File: src/rtl/cmul_rr_arbiter.sv
// Round-robin arbiter sharing one complex-multiplier core between NREQ requesters.
// Registers the winner's operands, runs the core handshake and returns a one-cycle done pulse.
module cmul_rr_arbiter #(
  parameter int NREQ = 4,
  parameter int DW   = 16,
  parameter int RW   = 33
) (
  input  logic                   clk,
  input  logic                   rst,
  input  logic [NREQ-1:0]        req,
  input  logic [NREQ*2*DW-1:0]   op_x,
  input  logic [NREQ*2*DW-1:0]   op_y,
  output logic [NREQ-1:0]        gnt,
  output logic [NREQ-1:0]        done,
  output logic [RW-1:0]          res_re,
  output logic [RW-1:0]          res_im,
  output logic                   busy,
  output logic [15:0]            txn_cnt,
  output logic                   core_start,
  output logic [DW-1:0]          core_xr,
  output logic [DW-1:0]          core_xi,
  output logic [DW-1:0]          core_yr,
  output logic [DW-1:0]          core_yi,
  input  logic                   core_ready,
  input  logic [RW-1:0]          core_rr,
  input  logic [RW-1:0]          core_ir
);

  localparam int IW = $clog2(NREQ);

  typedef enum logic [2:0] {IDLE, START, WAITLO, WAITHI, DONE} state_t;

  state_t          state, stateNext;
  logic [IW-1:0]   last, idx, winner, cand;
  logic            found;
  logic [NREQ-1:0] idxOh;
  logic [2*DW-1:0] xArr [NREQ];
  logic [2*DW-1:0] yArr [NREQ];

  for (genvar i = 0; i < NREQ; i++) begin : gUnpack
    assign xArr[i] = op_x[i*2*DW +: 2*DW];
    assign yArr[i] = op_y[i*2*DW +: 2*DW];
  end

  // Search starts just after the last winner, so the previous owner has lowest priority.
  always_comb begin
    // NOTE: every variable gets a value before any branch, so no latch is inferred.
    winner = last;
    found  = 1'b0;
    cand   = '0;
    for (int k = 1; k <= NREQ; k++) begin
      cand = IW'((int'(last) + k) % NREQ);
      if (!found && req[cand]) begin
        found  = 1'b1;
        winner = cand;
      end
    end
  end

  always_comb begin
    stateNext = state;
    unique case (state)
      IDLE:    if (found && core_ready) stateNext = START;
      START:   stateNext = WAITLO;
      WAITLO:  if (!core_ready) stateNext = WAITHI;
      WAITHI:  if (core_ready) stateNext = DONE;
      DONE:    stateNext = IDLE;
      default: stateNext = IDLE;
    endcase
  end

  always_ff @(posedge clk or posedge rst) begin
    if (rst) begin
      state <= IDLE;
    end else begin
      // NOTE: sequential state uses non-blocking assignments so all flops update together.
      state <= stateNext;
    end
  end

  always_ff @(posedge clk or posedge rst) begin
    if (rst) begin
      last    <= IW'(NREQ - 1);
      idx     <= '0;
      core_xr <= '0;
      core_xi <= '0;
      core_yr <= '0;
      core_yi <= '0;
      res_re  <= '0;
      res_im  <= '0;
      txn_cnt <= '0;
    end else begin
      if (state == IDLE && stateNext == START) begin
        idx     <= winner;
        core_xr <= xArr[winner][2*DW-1:DW];
        core_xi <= xArr[winner][DW-1:0];
        core_yr <= yArr[winner][2*DW-1:DW];
        core_yi <= yArr[winner][DW-1:0];
      end
      if (state == WAITHI && core_ready) begin
        res_re <= core_rr;
        res_im <= core_ir;
      end
      if (state == DONE) begin
        last    <= idx;
        txn_cnt <= txn_cnt + 16'd1;
      end
    end
  end

  // All outputs decode registered state, so they are glitch-free and zero in reset.
  assign idxOh      = NREQ'(1) << idx;
  assign busy       = (state != IDLE);
  assign core_start = (state == START);
  assign gnt        = busy ? idxOh : '0;
  assign done       = (state == DONE) ? idxOh : '0;

endmodule

File: config.mk
export PLATFORM = sky130hd
export DESIGN_NAME = cmul_rr_arbiter
export DESIGN_NICKNAME = d
export VERILOG_FILES = /design/src/rtl/cmul_rr_arbiter.sv
export SDC_FILE = /design/constraint.sdc
export NUM_CORES = 1
export LEC_CHECK = 0
export CAP_MARGIN = 5
export CORE_AREA = 2 2 189 191
export CTS_BUF_LIST = sky130_fd_sc_hd__clkbuf_4
export DETAILED_ROUTE_END_ITERATION = 6
export DIE_AREA = 0 0 191 193
export MAX_ROUTING_LAYER = met4
export PLACE_DENSITY = 0.65
export SYNTH_ARGS = -nofsm -noshare
export SYNTH_HDL_FRONTEND = slang
export SYNTH_SLANG_ARGS = --single-unit
File: constraint.sdc
create_clock -name clk -period 6.5 [get_ports clk]
set_input_delay 0.65 -clock clk [delete_from_list [all_inputs] [get_ports clk]]
set_output_delay 0.65 -clock clk [all_outputs]
set_load 0.01 [all_outputs]
==> run_results.csv <==
group,metric,value,unit
timing,finalMaxSlewViolations,0,
floorplan,die_h,193,microns
logic_synthesis,synth.largest_area_cell,"dfrtp_1",
drt,vias_per_cell,5.100,
timing,period_share,55.40,%
power,ir_drop,0.0002958,V
clock_network,ctsResizeCount,0,
clock_network,clkSlewWorstSetupHoldPaths,0.15,ns
placement,gp_congestion,0.8224,
global_route,antenna_found_initial,1,
logic_synthesis,ys_top_cells_by_count,"nand2_1 (219), dfrtp_1 (151), nand3_1 (131)",
worst_hold_path,hold_start,"txn_cnt[15]",
global_route,grt_use_met2,29.75,%
job,max_cap_violations,0,
cells_and_area,nNetsFinal,1678,
clock_network,cts_hold_buffers,0,
floorplan,die_area,36860,sq um
setup_path,reg2reg_depth,6,
logic_synthesis,synth.avg_cell_area,8.971,sq um
timing,setup-tns-final,0,ns
global_route,grt_use_total,19.33,%
setup_path,worst_setup_path_start_kind,"flip-flop",
placement,place_hpwl,25000,microns
drt,drtAntennaViolNets,0,
power,p_leak,5.674,nW
logic_synthesis,synth-async-reset-ratio,100.0,%
timing,hold_slack,0.4827,ns
cells_and_area,finalNonFillerCells,1823,
setup_path,regToRegSetupSlack,2.90,ns
global_route,overflow,0,
clock_network,cts_tree,"yes",
clock_network,cts-buffers-inserted,17,
logic_synthesis,ys_ff_latch,153,
floorplan,num_rows,69,
run_status,status,"complete, no violations",
global_route,met1_usage,24.43,%
floorplan,coreArea,34960,sq um
global_route,busiest_layer,"met2",
logic_synthesis,synth_edf_count,0,
logic_synthesis,synth.most_common_cell,"nand2_1",
clock_network,cts.sinks,153,
floorplan,chipWidth,191,microns
cells_and_area,layout-drive-gt1-share,9.044,%
setup_path,arrival,4.15,ns
timing,hold_violations,0,
setup_path,critical_path.endpoint_type,"flip-flop",
placement,place_ws,2.485,ns
logic_synthesis,synth.area.top_cells,"dfrtp_1 (45%), nand2_1 (9.9%), nand3_1 (7.9%)",
drt,vias,9297,
clock_network,clock_path_buffers,2,
timing,fin_skew,0.02482,ns
logic_synthesis,seq_area_frac_synth,46.02,%
power,power,4.901,mW
global_route,grt_pass1_wl,53520,microns
logic_synthesis,ys_warn_count,0,
placement,portBuffers,484,
timing,rsz0062_at_grt,"false",
timing,max-slew-margin-rel,31.81,%
setup_path,reg2reg_to,"core_yi[8]",
worst_hold_path,holdPathStages,1,
timing,finalWorstSetupSlack,2.899,ns
drt,routed_wl,36220,microns
worst_hold_path,holdPathEnd,"txn_cnt[15]",
drt,drt_iter0_markers,551,
setup_path,cp_max_fo,68,
worst_hold_path,worst_hold_path_type,"flip-flop to flip-flop",
logic_synthesis,netlist_instances,928,
timing,fin_crit,3.601,ns
placement,dpl.cell_count,1790,
setup_path,critPathKind,"flip-flop to flip-flop",
clock_network,cts-root-buf,"clkbuf_4",
timing,setup_viol,0,
timing,clock.fmax,0.2777,GHz
logic_synthesis,syn_nets,1258,
setup_path,cp.required,7.05,ns
logic_synthesis,synth_cell_types,40,
drt,wl_per_cell,19.87,microns
drt,firstDrtPassIters,5,
floorplan,io_pins,485,
setup_path,reg2reg_from,"state[0]",
clock_network,post_cts_buffers,0,
logic_synthesis,yosysTopAreaCellShare,45.39,%
global_route,grt_pass1_vias,9233,
drt,drc,0,
logic_synthesis,syn_area,8325,sq um
clock_network,ctsHtreeMaxLevel,4,
timing,worst_slew_pin_slew,1.023,ns
floorplan,start_util,23.81,%
clock_network,insertion_delay,0.62,ns
power,powerDensity,355.4,nW/um^2
global_route,use_met3,5.339,%
cells_and_area,area_delta_synth_final,65.66,%
logic_synthesis,yosys_most_used_dff,"dfrtp_1",
global_route,grt_max_degree,103,
## area by class of cell
class                           instances  area, sq um
Clock inverter                         13        168.9
Antenna cell                            2        5.005
Tap cell                              461        576.8
Multi-Input combinational cell        672         4098
Timing Repair Buffer                  498         4950
Clock buffer                           18        135.1
Sequential cell                       153         3831
Inverter                                6        27.53
Fill cell                            3539        21170
## registers in the layout, indices dropped and copies added (netlist names), 3 cells and up
register,count
state,3
core_xr,16
txn_cnt,16
res_im,33
core_yi,16
core_xi,16
res_re,33
core_yr,16
## metrics by stage
stage / area (sq um) / utilization [%]
floorplan: 8325 / -
global placement: 13480 / 38.56
detailed placement: 13480 / 38.56
CTS: 13790 / 39.43
global route: 13790 / 39.45
finish: 13790 / 39.45
## cells by family (layout without fill, tap and decap cells)
| family | after synthesis | in the layout | share of synthesized area, % |
|---|---|---|---|
| flops | 153 | 153 | 46.02 |
| buf+inv | 103 | 535 | 5.485 |
| fa+ha+maj | 1 | 1 | 0.1503 |
| mux | 3 | 3 | 0.3607 |
| simple gates | 450 | 450 | 25.55 |
| compound gates | 203 | 203 | 20.86 |
| other cells | 0 | 2 | 0 |
| xor+xnor | 15 | 15 | 1.578 |
## per-layer routing
| metal | wire [microns] | vias up |
|---|---|---|
| met5 | 0 | - |
| met2 | 17080 | 486 |
| li1 | - | 4253 |
| met3 | 3280 | 56 |
| met1 | 14930 | 4502 |
| met4 | 930 | 0 |
## worst max-delay path by stage
stage / slack (ns) / start / endpoint
final: 2.90 / state[0] / core_yi[8]
after detailed placement: 2.49 / req[0] / core_yi[8]
after global routing: 2.68 / state[1] / core_yi[3]
after floorplan: 1.73 / rst / core_xi[0]
after global placement: 2.52 / req[0] / core_yi[7]
after CTS: 2.96 / state[0] / core_yi[8]
## worst max-delay path: stages (launching register included)
cell and delay [ns]:
dfrtp_1 0.50, nor3_4 0.44, nand3_4 0.76, a21oi_4 1.03
buf_4 0.41, a21bo_2 0.26, nand3_1 0.07
## layout by cell type, fill, tap and decap left out, types with 5 or more instances in the layout
master / n
nand2_1: 219
nand4_1: 64
clkdlybuf4s50_1: 484
xnor2_1: 13
a32oi_1: 64
o31ai_1: 61
buf_4: 14
dfrtp_1: 151
nor2_1: 8
a21bo_2: 61
clkbuf_4: 18
nand3_1: 130
nand2b_1: 5
## power by group
group | internal (mW) | switching [mW]
registers | 1.35 | 0.266
logic | 1.27 | 1.36
clock network | 0.274 | 0.388
(Power assumes the default switching activity.)
